$ cat config.mk
export PLATFORM = sky130hd
export DESIGN_NAME = inst_mem_loader_flat
export DESIGN_NICKNAME = d
export VERILOG_FILES = /design/src/rtl/inst_mem_loader_pkg.sv /design/src/rtl/inst_mem_loader_if.sv /design/src/rtl/inst_mem_loader_word_assembler.sv /design/src/rtl/inst_mem_loader.sv /design/src/flat_wrapper.sv
export SDC_FILE = /design/constraint.sdc
export NUM_CORES = 1
export LEC_CHECK = 0
export BUFFER_PORTS_ARGS = -buffer_cell sky130_fd_sc_hd__clkbuf_2
export CORE_MARGIN = 8
export CORE_UTILIZATION = 49
export DETAILED_ROUTE_END_ITERATION = 8
export HOLD_SLACK_MARGIN = 0.08
export PLACE_DENSITY = 0.69
export SETUP_SLACK_MARGIN = 0.2
export SLEW_MARGIN = 10
export SYNTH_ARGS = -nofsm -noshare
export SYNTH_HDL_FRONTEND = slang
export SYNTH_SLANG_ARGS = --single-unit
$ cat constraint.sdc
create_clock -name clk -period 3.9 [get_ports clk]
set_clock_uncertainty 0.05 [all_clocks]
set_input_delay 0.78 -clock clk [delete_from_list [all_inputs] [get_ports clk]]
set_output_delay 0.78 -clock clk [all_outputs]
set_load 0.02 [all_outputs]
$ cat src/rtl/inst_mem_loader_pkg.sv
// Shared constants and state encoding for the instruction-memory loader.
// Sizes mirror the instruction memory geometry and the core datapath width.
// The loader timeout default is sized for a slow UART front end.
package inst_mem_loader_pkg;

  localparam int CPU_WIDTH           = 32;
  localparam int INST_MEM_ADDR_WIDTH = 8;
  localparam int INST_MEM_ADDR_DEPTH = 256;
  localparam int LOADER_TIMEOUT_CYC  = 1000000;

  // Image header carries a 16-bit little-endian word count.
  localparam int LEN_W = 16;

  typedef enum logic [2:0] {
    IDLE,
    LEN_LO,
    LEN_HI,
    DATA,
    CSUM,
    DONE,
    ERR
  } loader_state_t;

endpackage

$ cat src/rtl/inst_mem_loader_if.sv
// Byte-stream input and instruction-memory write port of the loader.
// slave is the loader's view; master is the front end / memory side.
// Byte stream uses valid/ready; the memory write is a one-cycle strobe.
interface inst_mem_loader_if
  import inst_mem_loader_pkg::*;
#(
  parameter int ADDR_W = INST_MEM_ADDR_WIDTH
);

  logic                 byte_valid;
  logic [7:0]           byte_data;
  logic                 byte_ready;
  logic                 imem_we;
  logic [ADDR_W-1:0]    imem_waddr;
  logic [CPU_WIDTH-1:0] imem_wdata;

  modport master (
    output byte_valid, byte_data,
    input  byte_ready, imem_we, imem_waddr, imem_wdata
  );

  modport slave (
    input  byte_valid, byte_data,
    output byte_ready, imem_we, imem_waddr, imem_wdata
  );

endinterface

$ cat src/rtl/inst_mem_loader_word_assembler.sv
// Collects the three low bytes of a little-endian word and tracks byte index.
// Zero latency: the fourth byte is merged by the caller on its accept cycle.
// No backpressure of its own; it advances only when load is asserted.
module inst_mem_loader_word_assembler (
  input  logic        clk,
  input  logic        rst,
  input  logic        clr,
  input  logic        load,
  input  logic [7:0]  byte_data,
  output logic [1:0]  idx,
  output logic [23:0] lo_bytes
);

  // Byte index wraps 0..3; bytes 0..2 are parked at bits [8i+7:8i].
  always_ff @(posedge clk or posedge rst) begin
    if (rst) begin
      idx      <= 2'd0;
      lo_bytes <= 24'd0;
    end else if (clr) begin
      idx      <= 2'd0;
      lo_bytes <= 24'd0;
    end else if (load) begin
      idx <= idx + 2'd1;
      if (idx != 2'd3) begin
        lo_bytes[{idx, 3'b000} +: 8] <= byte_data;
      end
    end
  end

endmodule

$ cat src/rtl/inst_mem_loader.sv
// Loads a length/checksum-framed byte image into instruction memory.
// Memory write lands 1 cycle after the 4th byte of each word is accepted.
// byte_ready is a registered function of state; no dependence on byte_valid.
module inst_mem_loader
  import inst_mem_loader_pkg::*;
#(
  parameter int ADDR_W      = INST_MEM_ADDR_WIDTH,
  parameter int DEPTH       = INST_MEM_ADDR_DEPTH,
  parameter int TIMEOUT_CYC = LOADER_TIMEOUT_CYC,
  parameter bit BOOT_HOLD   = 1'b0
) (
  input  logic             clk,
  input  logic             rst,
  input  logic             start,
  inst_mem_loader_if.slave bus,
  output logic             cpu_hold,
  output logic             busy,
  output logic             done,
  output logic             err
);

  // One extra bit so a full-depth image (N == DEPTH) counts without wrapping.
  localparam int CNT_W = ADDR_W + 1;
  localparam int TO_W  = $clog2(TIMEOUT_CYC + 1);

  loader_state_t    state;
  logic [CNT_W-1:0] word_cnt;
  logic [LEN_W-1:0] len;
  logic [7:0]       csum;
  logic [TO_W-1:0]  idle_cnt;

  logic             accept;
  logic             launch;
  logic             load;
  logic             last_word;
  logic             timeout;
  logic [LEN_W-1:0] n;
  logic [1:0]       idx;
  logic [23:0]      lo_bytes;

  assign accept    = bus.byte_valid && bus.byte_ready;
  assign launch    = start && ((state == IDLE) || (state == DONE) || (state == ERR));
  assign load      = accept && (state == DATA);
  assign n         = {bus.byte_data, len[7:0]};
  assign last_word = (word_cnt == CNT_W'(len - LEN_W'(1)));
  // An accept on the expiry cycle keeps the session alive.
  assign timeout   = busy && !accept && (idle_cnt == TO_W'(TIMEOUT_CYC - 1));

  inst_mem_loader_word_assembler u_asm (
    .clk       (clk),
    .rst       (rst),
    .clr       (launch),
    .load      (load),
    .byte_data (bus.byte_data),
    .idx       (idx),
    .lo_bytes  (lo_bytes)
  );

  // Session FSM with registered handshake, memory-write and status outputs.
  always_ff @(posedge clk or posedge rst) begin
    if (rst) begin
      state          <= IDLE;
      bus.byte_ready <= 1'b0;
      bus.imem_we    <= 1'b0;
      bus.imem_waddr <= '0;
      bus.imem_wdata <= '0;
      busy           <= 1'b0;
      done           <= 1'b0;
      err            <= 1'b0;
      cpu_hold       <= BOOT_HOLD;
      word_cnt       <= '0;
      len            <= '0;
      csum           <= '0;
      idle_cnt       <= '0;
    end else begin
      bus.imem_we <= 1'b0;

      if (accept) begin
        csum     <= csum ^ bus.byte_data;
        idle_cnt <= '0;
      end else if (busy) begin
        idle_cnt <= idle_cnt + TO_W'(1);
      end

      case (state)
        IDLE, DONE, ERR: begin
          if (launch) begin
            state          <= LEN_LO;
            bus.byte_ready <= 1'b1;
            busy           <= 1'b1;
            cpu_hold       <= 1'b1;
            done           <= 1'b0;
            err            <= 1'b0;
            word_cnt       <= '0;
            csum           <= '0;
            idle_cnt       <= '0;
          end
        end
        LEN_LO: begin
          if (accept) begin
            len[7:0] <= bus.byte_data;
            state    <= LEN_HI;
          end
        end
        LEN_HI: begin
          if (accept) begin
            len[15:8] <= bus.byte_data;
            if (n == '0) begin
              state <= CSUM;
            end else if (int'(n) > DEPTH) begin
              state          <= ERR;
              bus.byte_ready <= 1'b0;
              busy           <= 1'b0;
              err            <= 1'b1;
            end else begin
              state <= DATA;
            end
          end
        end
        DATA: begin
          if (load && (idx == 2'd3)) begin
            bus.imem_we    <= 1'b1;
            bus.imem_waddr <= word_cnt[ADDR_W-1:0];
            bus.imem_wdata <= {bus.byte_data, lo_bytes};
            word_cnt       <= word_cnt + CNT_W'(1);
            if (last_word) begin
              state <= CSUM;
            end
          end
        end
        CSUM: begin
          if (accept) begin
            bus.byte_ready <= 1'b0;
            busy           <= 1'b0;
            if ((csum ^ bus.byte_data) == 8'd0) begin
              state    <= DONE;
              done     <= 1'b1;
              cpu_hold <= 1'b0;
            end else begin
              state <= ERR;
              err   <= 1'b1;
            end
          end
        end
        default: begin
          state <= IDLE;
        end
      endcase

      // Stalled stream: abandon the session and keep the core held.
      if (timeout) begin
        state          <= ERR;
        bus.byte_ready <= 1'b0;
        busy           <= 1'b0;
        err            <= 1'b1;
      end
    end
  end

endmodule

$ cat src/flat_wrapper.sv
// flat-port wrapper written by rule: the top's interface ports become plain ports
module inst_mem_loader_flat import inst_mem_loader_pkg::*;
#(
  parameter int ADDR_W      = INST_MEM_ADDR_WIDTH,
  parameter int DEPTH       = INST_MEM_ADDR_DEPTH,
  parameter int TIMEOUT_CYC = LOADER_TIMEOUT_CYC,
  parameter bit BOOT_HOLD   = 1'b0
)
  (clk, rst, start, cpu_hold, busy, done, err, bus_byte_valid, bus_byte_data, bus_byte_ready, bus_imem_we, bus_imem_waddr, bus_imem_wdata);
  inst_mem_loader_if #(.ADDR_W(ADDR_W)) bus_i ();
  input  logic clk;
  input  logic rst;
  input  logic start;
  output logic cpu_hold;
  output logic busy;
  output logic done;
  output logic err;
  input wire logic [$bits(bus_i.byte_valid)-1:0] bus_byte_valid;
  input wire logic [$bits(bus_i.byte_data)-1:0] bus_byte_data;
  output wire logic [$bits(bus_i.byte_ready)-1:0] bus_byte_ready;
  output wire logic [$bits(bus_i.imem_we)-1:0] bus_imem_we;
  output wire logic [$bits(bus_i.imem_waddr)-1:0] bus_imem_waddr;
  output wire logic [$bits(bus_i.imem_wdata)-1:0] bus_imem_wdata;
  assign bus_i.byte_valid = bus_byte_valid;
  assign bus_i.byte_data = bus_byte_data;
  assign bus_byte_ready = bus_i.byte_ready;
  assign bus_imem_we = bus_i.imem_we;
  assign bus_imem_waddr = bus_i.imem_waddr;
  assign bus_imem_wdata = bus_i.imem_wdata;
  inst_mem_loader #(.ADDR_W(ADDR_W), .DEPTH(DEPTH), .TIMEOUT_CYC(TIMEOUT_CYC), .BOOT_HOLD(BOOT_HOLD)) u_core (.clk(clk), .rst(rst), .start(start), .bus(bus_i), .cpu_hold(cpu_hold), .busy(busy), .done(done), .err(err));
endmodule
==> results.sh <==
export IMPL_status="completed"
export IMPL_fin_nets=566
export IMPL_yosysWarnings=0
export IMPL_synth_avg_cell_area_sq_um=11.7
export IMPL_synth_top_family_by_area="simple AND/OR/NAND/NOR gates"
export IMPL_ys_seq_elements=120
export IMPL_hold_buffers=0
export IMPL_crit_family="simple AND/OR/NAND/NOR gates"
export IMPL_num_fill_cells=978
export IMPL_ant_nets=0
export IMPL_cts_buffers=17
export IMPL_synthToLayoutAreaGrowth_pct=16.8
export IMPL_track_usage_pct=16.1
export IMPL_detail_route_iter0_violations=228
export IMPL_rsz0062_at_grt="no"
export IMPL_drive_gt1_share_pct=29.0
export IMPL_cp_arrival_ps=2710
export IMPL_hold_viol=0
export IMPL_holdCritStartpoint="u_core.cpu_hold"
export IMPL_min_period_ps=2460
export IMPL_crit_type="flip-flop to flip-flop"
export IMPL_die_x_um=124
export IMPL_portBuffers=57
export IMPL_syn_area_sq_um=5740
export IMPL_post_route_period_util_pct=63.1
export IMPL_seq_area_frac_synth_pct=52.3
export IMPL_cap_violations=0
export IMPL_cts_tree="done"
export IMPL_synth_flop_cell="dfrtp_1"
export IMPL_final_setup_worst_slack_ps=1440
export IMPL_clockRootBuffer="clkbuf_16"
export IMPL_hold_class="flip-flop to flip-flop"
export IMPL_slowest_stage="dfrtp_1"
export IMPL_num_vias=3836
export IMPL_syn_num_nets=514
export IMPL_async_flop_share_pct=100
export IMPL_grt_pass1_vias=4009
export IMPL_synth_edff_count=0
export IMPL_yosys_mux_area_fraction_pct=10.3
export IMPL_grt_pass1_wl_um=20400
export IMPL_diodes=0
export IMPL_grt_max_degree=83
export IMPL_setup_tns_ps=0
export IMPL_drc_errors=0
export IMPL_ir_worst_vdd_mv=0.395
export IMPL_critPathCaptureType="flip-flop"
export IMPL_die_h_um=124
export IMPL_cts_resized_gates=0
export IMPL_finalWirelength_um=12000
export IMPL_synth_xor_area_share_pct=7.93
export IMPL_crit_required_ps=4140
export IMPL_overflow=0
export IMPL_start_util_pct=50.3
export IMPL_fmaxAchievable_mhz=406
export IMPL_die_area_sq_um=15400
export IMPL_first_pass_iters=4
export IMPL_postCtsSetupRepairBufs=0
export IMPL_syn_instance_count=493
export IMPL_synth_compound_area_share_pct=9.32
export IMPL_dp_hpwl_um=8140
export IMPL_yosys_area_share_simple_pct=14.9
export IMPL_cp_start_kind="flip-flop"
export IMPL_setup_viol=0
export IMPL_antenna_found_initial=0
export IMPL_r2r_start="u_core.state[1]"
export IMPL_cp_slowest_stage_delay_ps=560
export IMPL_htreeDepth=4
export IMPL_worst_pin_slew_ps=845
export IMPL_insertion_delay_ps=410
export IMPL_synthAdderAreaFrac_pct=1.96
export IMPL_pre_cts_ws_ps=1150
export IMPL_wire_per_inst_um=17.1
export IMPL_p_leak_nw=3.22
export IMPL_worstPathCellList="nor2b_4 -> and2_1 -> and3_2 -> buf_4 -> mux2_2"
export IMPL_crit_fanout=29
export IMPL_p_per_area_nw_per_um2=726
export IMPL_core_sq_um=11400
export IMPL_synth_distinct_cells=68
export IMPL_clk_pin_slew_ps=50
export IMPL_cts_path_max_buffers=2
export IMPL_via_per_inst=5.47
export IMPL_place_congestion=0.832
export IMPL_relSlewSlack_pct=43.5
export IMPL_critPathLaunch="u_core.state[1]"
export IMPL_drv_slew=0
export IMPL_path_buf_inv=1
export IMPL_io_pins=58
export IMPL_cts_sinks=120
export IMPL_rows=39
==> cells in the final DEF (no fill, tap or decap), types with 5 or more instances in the layout <==
| cell | count |
|---|---|
| and2_1 | 5 |
| inv_1 | 7 |
| and3_1 | 6 |
| clkbuf_16 | 17 |
| nor2_1 | 53 |
| xnor2_1 | 16 |
| nand3_1 | 9 |
| a21oi_1 | 10 |
| nand2_1 | 37 |
| clkbuf_2 | 57 |
| xor2_1 | 36 |
| a22o_1 | 23 |
| dfrtp_1 | 120 |
| mux2_2 | 49 |
| o21ai_0 | 6 |
| ha_1 | 9 |
==> report_power, final <==
group          leakage, nW  internal [mW]  switching, mW  total (mW)
clock network        0.304           1.12          0.532        1.65
logic                 1.31          0.601          0.720        1.32
registers             1.60           1.59          0.313        1.91
total                 3.22           3.31           1.57        4.88
==> through the flow <==
stage               instances  cell area (sq um)  power [mW]  hold WS, ps  util (%)
floorplan                 493               5750        2.92          410         -
finish                    701               6710        4.88          441      58.8
CTS                       701               6710        4.92          447      58.8
global route              701               6710        5.15          462      58.8
detailed placement        669               6090        3.26          436      53.3
global placement          669               6090        3.19          431      53.3
==> final cells by class <==
class,count,area (sq um),share of cell area (%)
inverters,8,33.8,0.503
clock inverters,8,143,2.13
well taps,143,179,2.67
clock buffers,24,482,7.18
repair buffers,60,320,4.77
multi-input cells,338,2550,38.0
flip-flops and latches,120,3000,44.7
==> routing by layer <==
metal | global-route usage [%] | share of wire, % | vias to the layer above | wire (um)
li1 | - | - | 1834 | -
met3 | 4.47 | 4.2 | 21 | 506
met4 | 6.80 | 1.9 | 0 | 233
met5 | 0 | 0 | - | 0
met1 | 20.0 | 46 | 1912 | 5560
met2 | 25.7 | 47 | 69 | 5670
==> flip-flops by register name (all words and copies together) (netlist names) <==
register,cells
u_core.bus.byte_ready,1
u_core.bus.imem_we,1
u_core.word_cnt,9
u_core.cpu_hold,1
u_core.bus.imem_wdata,32
u_core.csum,8
u_core.u_asm.lo_bytes,24
u_core.idle_cnt,20
u_core.err,1
u_core.state,3
u_core.u_asm.idx,2
u_core.done,1
u_core.len,9
u_core.bus.imem_waddr,8
==> cell usage after synthesis (5+ instances only) <==
master | number | area (sq um)
o21ai_0 | 6 | 30.0
nand3_1 | 9 | 45.0
nor2_1 | 53 | 199
dfrtp_1 | 120 | 3000
a21oi_1 | 10 | 50.1
xnor2_1 | 16 | 140
nand2_1 | 37 | 139
clkbuf_1 | 9 | 33.8
a22o_1 | 23 | 201
mux2_2 | 49 | 552
and2_1 | 5 | 31.3
xor2_1 | 36 | 315
ha_1 | 9 | 113
buf_2 | 7 | 35.0
and3_1 | 6 | 37.5
inv_1 | 8 | 30.0
==> logic make-up (layout without fill, tap and decap cells) <==
family	count (synthesis)	in the layout
AOI/OAI and AO/OA	66	66
xor gates and xnor gates	52	52
adders and majority gates	9	9
buffers and inverters	35	100
DFF	120	120
muxes	53	53
and+or+nand+nor	158	158
==> worst paths after layout <==
| check | endpoint | slack, ps | cells past startpoint |
|---|---|---|---|
| worst min register to register | u_core.cpu_hold | 440 | 1 |
| worst max register to register | u_core.bus.imem_wdata[9] | 1440 | 5 |
| min in group asynchronous | u_core.bus.imem_wdata[7] | 470 | 2 |
| worst max-delay path | u_core.bus.imem_wdata[9] | 1440 | 5 |
| worst min-delay path | u_core.cpu_hold | 440 | 1 |
| max in group asynchronous | u_core.bus.imem_waddr[6] | 2450 | 3 |
Power figures use the tool's default switching activity.
